`src/rtl/display_scanout.sv`:
```
// Raster timing generator and ping-pong scanout for two 100x100 RGB frame buffers.
// Pixels, syncs and de all leave one cycle after the read is issued.
module display_scanout #(
  parameter int H_ACTIVE = 100,
  parameter int H_FP     = 4,
  parameter int H_SYNC   = 8,
  parameter int H_BP     = 8,
  parameter int V_ACTIVE = 100,
  parameter int V_FP     = 2,
  parameter int V_SYNC   = 2,
  parameter int V_BP     = 4
) (
  input  logic        clk,
  input  logic        reset,
  input  logic        swap_req,
  output logic        swap_ack,
  output logic        disp_sel,
  output logic        re1,
  output logic        re2,
  output logic [1:0]  we_blk,
  output logic [19:0] addr,
  input  logic [7:0]  r1,
  input  logic [7:0]  g1,
  input  logic [7:0]  b1,
  input  logic [7:0]  r2,
  input  logic [7:0]  g2,
  input  logic [7:0]  b2,
  output logic [7:0]  pix_r,
  output logic [7:0]  pix_g,
  output logic [7:0]  pix_b,
  output logic        hsync,
  output logic        vsync,
  output logic        de,
  output logic        frame_start
);
  localparam int H_TOTAL = H_ACTIVE + H_FP + H_SYNC + H_BP;
  localparam int V_TOTAL = V_ACTIVE + V_FP + V_SYNC + V_BP;
  localparam int HW = $clog2(H_TOTAL);
  localparam int VW = $clog2(V_TOTAL);

  localparam logic [HW-1:0] H_ACT  = HW'(H_ACTIVE);
  localparam logic [HW-1:0] H_LAST = HW'(H_TOTAL - 1);
  localparam logic [HW-1:0] HS_BEG = HW'(H_ACTIVE + H_FP);
  localparam logic [HW-1:0] HS_END = HW'(H_ACTIVE + H_FP + H_SYNC);
  localparam logic [VW-1:0] V_ACT  = VW'(V_ACTIVE);
  localparam logic [VW-1:0] V_LAST = VW'(V_TOTAL - 1);
  localparam logic [VW-1:0] VS_BEG = VW'(V_ACTIVE + V_FP);
  localparam logic [VW-1:0] VS_END = VW'(V_ACTIVE + V_FP + V_SYNC);

  logic [HW-1:0] h_cnt;
  logic [VW-1:0] v_cnt;
  logic          swap_pending;
  logic          sel_d;
  logic          active, h_last, frame_last, swap_now;
  logic          hsync_raw, vsync_raw, frame_start_raw;

  assign active          = (h_cnt < H_ACT) && (v_cnt < V_ACT);
  assign h_last          = (h_cnt == H_LAST);
  assign frame_last      = h_last && (v_cnt == V_LAST);
  assign hsync_raw       = (h_cnt >= HS_BEG) && (h_cnt < HS_END);
  assign vsync_raw       = (v_cnt >= VS_BEG) && (v_cnt < VS_END);
  assign frame_start_raw = (h_cnt == '0) && (v_cnt == '0);

  // A request on the boundary cycle itself still makes this boundary.
  assign swap_now = frame_last && (swap_pending || swap_req);
  assign swap_ack = swap_now && !reset;

  assign re1    = active && !disp_sel;
  assign re2    = active &&  disp_sel;
  assign we_blk = {disp_sel, ~disp_sel};

  always_ff @(posedge clk) begin
    if (reset) begin
      h_cnt        <= '0;
      v_cnt        <= '0;
      addr         <= '0;
      disp_sel     <= 1'b0;
      swap_pending <= 1'b0;
      de           <= 1'b0;
      hsync        <= 1'b0;
      vsync        <= 1'b0;
      sel_d        <= 1'b0;
      frame_start  <= 1'b0;
    end else begin
      if (h_last) begin
        h_cnt <= '0;
        v_cnt <= (v_cnt == V_LAST) ? '0 : v_cnt + 1'b1;
      end else begin
        h_cnt <= h_cnt + 1'b1;
      end

      if (frame_last)  addr <= '0;
      else if (active) addr <= addr + 1'b1;

      if (swap_now) begin
        disp_sel     <= ~disp_sel;
        swap_pending <= 1'b0;
      end else if (swap_req) begin
        swap_pending <= 1'b1;
      end

      de          <= active;
      hsync       <= hsync_raw;
      vsync       <= vsync_raw;
      sel_d       <= disp_sel;
      frame_start <= frame_start_raw;
    end
  end

  // sel_d tracks the buffer the returning word was read from, not the current one.
  assign {pix_r, pix_g, pix_b} = de ? (sel_d ? {r2, g2, b2} : {r1, g1, b1}) : 24'h0;
endmodule

```
`config.mk`:
```
export PLATFORM = sky130hd
export DESIGN_NAME = display_scanout
export DESIGN_NICKNAME = d
export VERILOG_FILES = /design/src/rtl/display_scanout.sv
export SDC_FILE = /design/constraint.sdc
export NUM_CORES = 1
export LEC_CHECK = 0
export ABC_AREA = 1
export CELL_PAD_IN_SITES_DETAIL_PLACEMENT = 1
export CELL_PAD_IN_SITES_GLOBAL_PLACEMENT = 2
export CORE_UTILIZATION = 21
export CTS_BUF_LIST = sky130_fd_sc_hd__clkbuf_4
export DETAILED_ROUTE_END_ITERATION = 6
export GPL_TIMING_DRIVEN = 1
export PLACE_DENSITY = 0.89
export SETUP_SLACK_MARGIN = 0.15
export SLEW_MARGIN = 25
export SYNTH_ARGS = -nofsm -noshare
export SYNTH_HDL_FRONTEND = slang
export SYNTH_SLANG_ARGS = --single-unit
```
`constraint.sdc`:
```
create_clock -name clk -period 2.1 [get_ports clk]
set_input_delay 0.42 -clock clk [delete_from_list [all_inputs] [get_ports clk]]
set_output_delay 0.42 -clock clk [all_outputs]
set_load 0.005 [all_outputs]
```
==> run metrics, run 1 <==
outcome complete, no violations; cell family with most CP delay buffers and inverters; cell count of the worst reg-to-reg path 12; worst r2r src v_cnt[0]; total power between 1 and 1.5 mW; share of layout cells above drive strength 1 0.1286; remaining antenna violation count 0; Seq/Total Area, Yosys 0.3567; die area 0.01138 mm²; CP Capture Type primary output; Max-slew headroom 0.8018; Synth Instances about 370; GRT Total Usage 0.1425; Avg WL per Cell ~13 µm; crit path max fanout 7; fin cells 626; FF-to-FF setup slack around 300 ps; initial antenna violation count 0; critical path class flop to primary output; minimum clock period between 1500 and 2000 ps; CORE AREA about 0.010 mm²; Max-cap violations 0; Fmax about 0.53 GHz; row cnt 37; Clock Path Buffers 2; crit path max-delay cell type dfxtp_4; post-placement cell count about 610; critical path endpoint pix_g[6]; Worst Path Required approximately 1700 ps; Chip Width between 100 and 150 µm; YS warnings 0; Lkg Pwr roughly 1.7 nW; final setup vio count 0; Critical R2R Capture v_cnt[5]; hold_buf cts 0; pin count of the biggest net entering global routing 20; CP startpoint sel_d; number of global-route vias before repair approximately 2,800; Inserted Diodes 0; TritonCTS clock tree done; I/O pin count between 100 and 150; period utilisation layout 0.8947; CP Buf/Inv Count 2; Yosys cell types 28; die height roughly 110 µm; total CTS buffers 5; syn nets roughly 420; clk sinks 41; Mapped Area around 0.0023 mm²; most common cell after layout, fill and taps aside nor2_1; DR vias roughly 2,800; Vias/cell about 4.5; RD Place Congestion about 0.78; RSZ-0062 raised after global routing true; peak supply drop ~180 µV; grt ovf 0; Clock Latency Late Sink 360 ps; # H-tree levels 2; Nets ~550; Yosys reg bits a little over 40; area grow syn2layout 63.62%; Final Slew Violations 0; CP Cell Sequence buf_6 -> o21ai_0 -> nor2_1 -> dlygate4sd2_1; PD cells between 300 and 400 mW/mm²; initial DRC count 90; Initial Utilization 0.2199; Crit. path cell count 4; Routed WL just over 8 mm; DRC viols 0; final hold viol count 0; most frequent cells in the layout nor2_1, clkdlybuf4s50_1, nand2_1; critical path startpoint category flop; Least-Margin Pin Slew 296.2 ps; Worst-path clk slew approximately 120 ps; PortBufs ~100; CP peak stage delay around 400 ps; Final Skew 16.61 ps; 1st-pass router iterations 4; Post-DP HPWL ~6 mm; HP Class flop to flop; syn avg cell area 6.287 µm²; CP arrival between 1000 and 1500 ps; clk root buf clkbuf_4; first-pass GRT wire length approximately 13 mm
==> cells in the mapped netlist <==
library cell | n | area share
nand2_4 | 1 | 0.0049
nand2_1 | 75 | 0.12
dfxtp_1 | 41 | 0.36
buf_6 | 2 | 0.0098
inv_4 | 1 | 0.0027
nor3_4 | 1 | 0.0071
nand2_2 | 3 | 0.0082
a31oi_1 | 1 | 0.0027
o21ai_0 | 28 | 0.061
a21oi_1 | 22 | 0.048
nor3_1 | 7 | 0.015
buf_4 | 2 | 0.0065
nand3b_1 | 1 | 0.0033
nor2_1 | 101 | 0.16
and2_1 | 1 | 0.0027
xor2_1 | 2 | 0.0076
nor4_1 | 1 | 0.0027
nor3_2 | 1 | 0.0044
nor2_4 | 1 | 0.0049
nand3_1 | 17 | 0.037
inv_1 | 33 | 0.054
nor3b_1 | 3 | 0.0098
ha_1 | 5 | 0.027
clkbuf_1 | 5 | 0.0082
nand4_1 | 8 | 0.022
or2_0 | 1 | 0.0027
buf_1 | 1 | 0.0016
nor2_2 | 1 | 0.0027
==> routing by layer <==
metal | track usage | wire [µm] | vias to the layer above
met5 | 0 | 0 | -
met4 | 0.03229 | 80 | 0
met3 | 0.02675 | 382 | 5
met2 | 0.2673 | 4098 | 62
met1 | 0.1657 | 3645 | 1344
li1 | - | - | 1415
==> sequential cells by signal (all words and copies together), names as in the netlist <==
signal        flops
hsync             1
disp_sel          1
de                1
v_cnt             7
addr             20
sel_d             1
h_cnt             7
frame_start       1
swap_pending      1
vsync             1
==> area by class of cell <==
type | instances | area [µm²]
Tap cell | 136 | 170.2
Timing Repair Buffer | 126 | 1227
Inverter | 34 | 132.6
Clock buffer | 6 | 45.04
Multi-Input combinational cell | 281 | 1339
Sequential cell | 41 | 840.8
Clock inverter | 2 | 10.01
Fill cell | 1339 | 6698
==> cells by family (layout without fill, tap and decap cells) <==
kind of cell               after synthesis  in the layout  share of synthesized area
DFF                                     41             41                     0.3567
and+or+nand+nor                        223            223                     0.4144
xor gates and xnor gates                 2              2                   0.007614
buffers and inverters                   44            168                    0.08265
adders and majority gates                5              5                    0.02719
AOI/OAI and AO/OA                       51             51                     0.1115
==> worst min-delay path by stage <==
| stage | startpoint | cells after the start | slack (ps) | to |
|---|---|---|---|---|
| 4_1_cts | swap_pending | 2 | 500 | swap_pending |
| 3_5_place_dp | swap_pending | 2 | 460 | swap_pending |
| 2_1_floorplan | h_cnt[0] | 1 | 430 | h_cnt[0] |
| 3_3_place_gp | swap_pending | 2 | 460 | swap_pending |
| 6_report | h_cnt[4] | 1 | 490 | hsync |
| 5_1_grt | h_cnt[4] | 1 | 520 | hsync |
==> stage by stage <==
| stage | TNS (ps) | hold WS [ps] | area, µm² | setup WS, ps | util |
|---|---|---|---|---|---|
| 2_1_floorplan | 0 | 429.7 | 2301 | 449.2 | - |
| 3_3_place_gp | -60.33 | 457.4 | 3542 | -60.33 | 0.3386 |
| 3_5_place_dp | -69.13 | 463.1 | 3542 | -69.13 | 0.3386 |
| 4_1_cts | -196.1 | 495.6 | 3694 | -102.1 | 0.3530 |
| 5_1_grt | 0 | 517.6 | 3765 | 136.5 | 0.3598 |
| 6_report | 0 | 485.7 | 3765 | 221.0 | 0.3598 |
==> where the power goes <==
part | internal [mW] | switching, mW | leakage (nW)
Sequential | 0.789 | 0.0120 | 0.337
Clock | 0.141 | 0.271 | 0.0354
Combinational | 0.159 | 0.0876 | 1.29
==> timing repair <==
item / in CTS / in global routing
pin swaps: 3 / 6
gates cloned: 3 / 0
gates resized for setup: 55 / 15
buffers inserted: 2 / 5
endpoints found under the setup margin: 27 / 4
==> worst reg2reg max path, cell delays in order (launching register included) <==
cell and delay (ps):
dfxtp_2 360, ha_4 170, nand2_4 70, nor3_4 50, buf_4 130, buf_4 120
buf_4 120, buf_4 130, nand2_2 60, nand2_4 100, inv_4 200, o21ai_0 140
nor2_1 110
(Power assumes the default switching activity.)
==> inputs of run 2 (changes only) <==
CORE_MARGIN = 2   (was not set)
==> run 2 against run 1 <==
Global-route usage decreased by 0.83 points. Via count decreased by 1.9%. Cell area down 0.33%. Sequential share of layout area grew 0.14 points. Sequential power about the same. Count of clock-buffer cells in the layout down 1. Critical path depth rose by 2. Critical endpoint is now swap_ack.
==> run metrics, run 2 (synthesis gave the netlist of run 1 again) <==
outcome complete, no violations (unchanged); share of layout cells above drive strength 1 0.1224 (was 0.1286); Chip Width 108.7 µm (was 106.7 µm); area grow syn2layout 63.08% (was 63.62%); critical path class flop to primary output (unchanged); Nets 547 (was 545); initial antenna violation count 0 (unchanged); most common cell after layout, fill and taps aside nor2_1 (unchanged); I/O pin count 105 (unchanged); fin cells 630 (was 626); Max-cap violations 0 (unchanged); # H-tree levels 2 (unchanged); grt ovf 0 (unchanged); peak supply drop 147.7 µV (was 178.3 µV); DRC viols 0 (unchanged); Worst-path clk slew 110 ps (was 120 ps); Clock Path Buffers 2 (unchanged); Clock Latency Late Sink 360 ps (about the same); fin area 0.003752 mm² (was 0.003765 mm²); max FFs per register 20 (unchanged); CP arrival 1510 ps (was 1460 ps); Max-slew headroom 0.7992 (was 0.8018); top flop regs addr x20, h_cnt x7, v_cnt x7 (unchanged); Post-DP HPWL 6.149 mm (was 6.087 mm); HP Class flop to flop (unchanged); initial DRC count 72 (was 90); die height 108.7 µm (was 106.7 µm); Layout fillers 1,382 (was 1,339); DR vias 2,773 (was 2,826); row cnt 38 (was 37); number of global-route vias before repair 2,714 (was 2,799); dpl cell area 0.003562 mm² (was 0.003542 mm²); PD cells 377.4 mW/mm² (was 387.6 mW/mm²); Fmax 0.5189 GHz (was 0.5322 GHz); Lkg Pwr 1.642 nW (was 1.659 nW); remaining antenna violation count 0 (unchanged); total CTS buffers 5 (unchanged); PortBufs 104 (unchanged); Routed WL 8.181 mm (was 8.206 mm); Worst Path Required 1680 ps (about the same); 1st-pass router iterations 4 (unchanged); clk root buf clkbuf_4 (unchanged); most frequent cells in the layout nor2_1, clkdlybuf4s50_1, nand2_1 (unchanged); critical path startpoint category flop (unchanged); clk sinks 41 (unchanged); post-placement cell count 614 (was 608); Inserted Diodes 0 (unchanged); RSZ-0062 raised after global routing true (unchanged); CORE AREA 0.01075 mm² (was 0.01046 mm²); Vias/cell 4.402 (was 4.514); die area 0.01181 mm² (was 0.01138 mm²); crit path max fanout 3 (was 7); RD Place Congestion 0.7761 (was 0.7753); CP Capture Type primary output (unchanged); register with the most flip-flops addr (unchanged); first-pass GRT wire length 12.78 mm (was 13.19 mm); Final Slew Violations 0 (unchanged); Avg WL per Cell 12.99 µm (was 13.11 µm); Initial Utilization 0.2141 (was 0.2199); TritonCTS clock tree done (unchanged); final setup vio count 0 (unchanged); pin count of the biggest net entering global routing 20 (unchanged); GRT Total Usage 0.1343 (was 0.1425); Least-Margin Pin Slew 300.1 ps (was 296.2 ps); period utilisation layout 0.9177 (was 0.8947); minimum clock period 1927 ps (was 1879 ps); final hold viol count 0 (unchanged); Final Skew 14.85 ps (was 16.61 ps)
==> run 2: cell types whose count changed in the layout (fill, tap and decap cells not counted), sizes merged <==
cell	previous run	this run
buf	22	25
bufbuf	1	0
clkbuf	6	5
clkinv	2	1
==> run 2: worst paths after layout <==
path	start	endpoint	slack (ps)	cells past startpoint
max reg2reg	h_cnt[1]	v_cnt[6]	340	10
max	h_cnt[1]	swap_ack	170	6
min reg2reg	swap_pending	swap_pending	490	2
min	swap_pending	swap_pending	490	2
==> run 2: report_power, final <==
group	switching, mW	internal (mW)	total, mW
registers	0.0144	0.788	0.802
logic	0.0853	0.152	0.237
clock network	0.261	0.116	0.377
==> run 2: timing repair <==
| action | in CTS | in global routing |
|---|---|---|
| pin swaps | 4 | 6 |
| gates resized for setup | 57 | 17 |
| setup buffers | 3 | 4 |
| hold buffers | 0 | 0 |
| gates cloned | 3 | 0 |
| endpoints found under the setup margin | 27 | 7 |
==> run 2: final cells by class <==
type	instances	area [µm²]	area share
Clock buffer	5	37.54	0.01000
Clock inverter	1	5.005	0.001334
Inverter	34	132.6	0.03535
Multi-Input combinational cell	281	1344	0.3581
Sequential cell	41	843.3	0.2247
Tap cell	140	175.2	0.04668
Timing Repair Buffer	128	1215	0.3238
==> run 2: stage by stage <==
step           utilization  setup TNS, ps  hold slack, ps  total power, mW  setup WS (ps)
3_3_place_gp        0.3315         -85.20           458.0            1.064         -85.20
3_5_place_dp        0.3315         -69.74           479.9            1.072         -69.74
6_report            0.3492              0           494.6            1.416          172.9
5_1_grt             0.3492              0           516.2            1.499          65.97
4_1_cts             0.3434         -163.6           506.1            1.438         -84.66
2_1_floorplan            -              0           429.7           0.8905          449.2
==> run 2: worst max-delay path, cell delays in order (launching register included) <==
cell,delay (ps)
dfxtp_2,380
ha_4,140
nand2_2,70
nor3_4,240
nand3_2,90
nor2_1,110
buf_2,130
==> run 2: per-layer routing <==
layer / GRT usage / part of all wire / vias up
met5: 0 / 0 / -
met4: 0.04670 / 0.020 / 0
met3: 0.03288 / 0.069 / 12
met2: 0.2518 / 0.51 / 66
met1: 0.1459 / 0.40 / 1272
li1: - / - / 1423
==> inputs of run 3 (changes only) <==
CELL_PAD_IN_SITES_DETAIL_PLACEMENT = 0   (was 1)
CELL_PAD_IN_SITES_GLOBAL_PLACEMENT = 1   (was 2)
CORE_UTILIZATION = 28   (was 21)
HOLD_SLACK_MARGIN = 0.08   (was not set)
==> run 3 against run 2 <==
Count of clock-buffer cells in the layout did not move. Combinational power hardly changed. Critical path depth decreased by 1. Register-to-register slack better by 100 ps. First-iteration DRC count increased by 33%. Die area down 24%. Total power rose by 2.1%. Wire length down 19%. Non-clock buffer count shrank 4. Sequential cell count unchanged. Largest cell class unchanged. Cell area down 0.57%.
==> run metrics, run 3 (synthesis gave the netlist of run 1 again) <==
cell count of the worst reg-to-reg path 8 (was 10); cell family with most CP delay buffers and inverters (was simple AND/OR/NAND/NOR gates); critical path startpoint category flop (unchanged); DRC viols 0 (unchanged); total power 1.446 mW (was 1.416 mW); total CTS buffers 5 (unchanged); Max-slew headroom 0.7967 (was 0.7992); HP Class flop to flop (unchanged); Post-DP HPWL 5.005 mm (was 6.149 mm); share of layout cells above drive strength 1 0.1168 (was 0.1224); Inserted Diodes 0 (unchanged); initial antenna violation count 0 (unchanged); outcome complete, no violations (unchanged); 1st-pass router iterations 4 (unchanged); clk sinks 41 (unchanged); period utilisation layout 0.9978 (was 0.9177); Worst Path Required 1680 ps (about the same); die area 0.008959 mm² (was 0.01181 mm²); Worst-path clk slew 110 ps (about the same); Lkg Pwr 1.616 nW (was 1.642 nW); top flop regs addr x20, h_cnt x7, v_cnt x7 (unchanged); first-pass GRT wire length 10.94 mm (was 12.78 mm); critical path class flop to primary output (unchanged); DR vias 2,685 (was 2,773); Max-cap violations 0 (unchanged); remaining antenna violation count 0 (unchanged); Critical R2R Capture addr[16] (was v_cnt[6]); dpl cell area 0.003503 mm² (was 0.003562 mm²); final hold viol count 0 (unchanged); grt ovf 0 (unchanged); pin count of the biggest net entering global routing 20 (unchanged); Routed WL 6.666 mm (was 8.181 mm); Clock Path Buffers 2 (unchanged); RD Place Congestion 0.7667 (was 0.7761); most frequent cells in the layout nor2_1, clkdlybuf4s50_1, nand2_1 (unchanged); CP peak stage delay 500 ps (was 380 ps); Chip Width 94.65 µm (was 108.7 µm); CP Buf/Inv Count 3 (was 1); most frequent CP cell nor2_1; Initial Utilization 0.2843 (was 0.2141); crit path max fanout 7 (was 3); row cnt 33 (was 38); clk root buf clkbuf_4 (unchanged); Hold Crit Depth 2 (unchanged); peak supply drop 174.5 µV (was 147.7 µV); # H-tree levels 2 (unchanged); final setup vio count 0 (unchanged); RSZ-0062 raised after global routing true (unchanged); GRT Total Usage 0.1493 (was 0.1343); Vias/cell 4.528 (was 4.402); fin area 0.003731 mm² (was 0.003752 mm²); register with the most flip-flops addr (unchanged); CP Capture Type primary output (unchanged); Fmax 0.4772 GHz (was 0.5189 GHz); number of global-route vias before repair 2,493 (was 2,714); PD cells 387.6 mW/mm² (was 377.4 mW/mm²); max FFs per register 20 (unchanged); most common cell after layout, fill and taps aside nor2_1 (unchanged); crit path max-delay cell type clkdlybuf4s50_1 (was dfxtp_2); Nets 543 (was 547); Final Slew Violations 0 (unchanged); CP Cell Sequence inv_4 -> bufbuf_16 -> nor2_1 -> nor2_1 -> clkdlybuf4s50_1 (was ha_4 -> nand2_2 -> nor3_4 -> nand3_2 -> nor2_1 -> buf_2); Avg WL per Cell 11.24 µm (was 12.99 µm); minimum clock period 2095 ps (was 1927 ps); die height 94.65 µm (was 108.7 µm); initial DRC count 96 (was 72); CORE AREA 0.008093 mm² (was 0.01075 mm²); Least-Margin Pin Slew 303.8 ps (was 300.1 ps); worst r2r src addr[0] (was h_cnt[1]); Final Skew 16.06 ps (was 14.85 ps); CP arrival 1680 ps (was 1510 ps); TritonCTS clock tree done (unchanged); HP Start swap_pending (unchanged); FF-to-FF setup slack 440 ps (was 340 ps); area grow syn2layout 62.15% (was 63.08%); PortBufs 104 (unchanged); I/O pin count 105 (unchanged); Crit. path cell count 5 (was 6); hold_buf cts 0 (unchanged); Hold Path End swap_pending (unchanged); Clock Latency Late Sink 360 ps (about the same)
-- run 3: cell count changes in the layout (fill, tap and decap cells not counted), sizes merged --
| cell | delta |
|---|---|
| buf | -5 |
| clkinv | +1 |
| clkdlybuf4s50 | +13 |
| dlygate4sd2 | -13 |
| inv | +1 |
| bufbuf | +1 |
-- run 3: per-stage QoR --
step / std cells / setup WS, ps / setup TNS, ps / hold WS [ps] / util
floorplan: 366 / 449.2 / 0 / 429.7 / -
global placement: 577 / -49.38 / -49.38 / 455.7 / 0.4329
detailed placement: 577 / -42.53 / -42.53 / 460.8 / 0.4329
CTS: 590 / -21.88 / -108.0 / 491.5 / 0.4544
global route: 593 / -68.16 / -357.6 / 519.9 / 0.4610
finish: 593 / 4.582 / 0 / 486.5 / 0.4610
-- run 3: worst max-delay path by stage --
| stage | start | endpoint | slack (ps) |
|---|---|---|---|
| 2_1_floorplan | h_cnt[0] | swap_ack | 450 |
| 3_3_place_gp | swap_req | swap_ack | -50 |
| 3_5_place_dp | swap_req | swap_ack | -40 |
| 4_1_cts | sel_d | pix_r[6] | -20 |
| 5_1_grt | sel_d | pix_b[2] | -70 |
| 6_report | sel_d | pix_b[2] | 5 |
-- run 3: tightest hold or removal path: cells and delay by family, from the launching register on --
family           cells  cell delay, ps
flip-flops           1             320
AND/OR/NAND/NOR      2             130
-- run 3: layout make-up --
| class | count | area [µm²] |
|---|---|---|
| clock inverters | 3 | 16.27 |
| clock buffers | 5 | 37.54 |
| inverters | 34 | 132.6 |
| multi-input cells | 281 | 1344 |
| repair buffers | 124 | 1225 |
| well taps | 105 | 131.4 |
| flip-flops and latches | 41 | 844.6 |
| fillers | 851 | 4362 |
-- run 3: repair_timing --
action | 4_1_cts | 5_1_grt
gates cloned | 2 | 0
gates resized for setup | 41 | 17
pin swaps | 2 | 6
setup endpoints to repair | 28 | 20
setup buffers | 3 | 3
-- run 3: routing by layer --
metal  track usage  part of all wire  vias to the layer above
li1              -                 -                     1412
met1        0.1681              0.43                     1208
met2        0.2784              0.49                       58
met3       0.03751             0.069                        7
met4       0.03865             0.012                        0
met5             0                 0                        -
-- run 3: power breakdown --
part	internal [mW]	total [mW]	switching (mW)
clock network	0.128	0.404	0.276
registers	0.789	0.803	0.0138
logic	0.159	0.240	0.0802
total	1.08	1.45	0.370
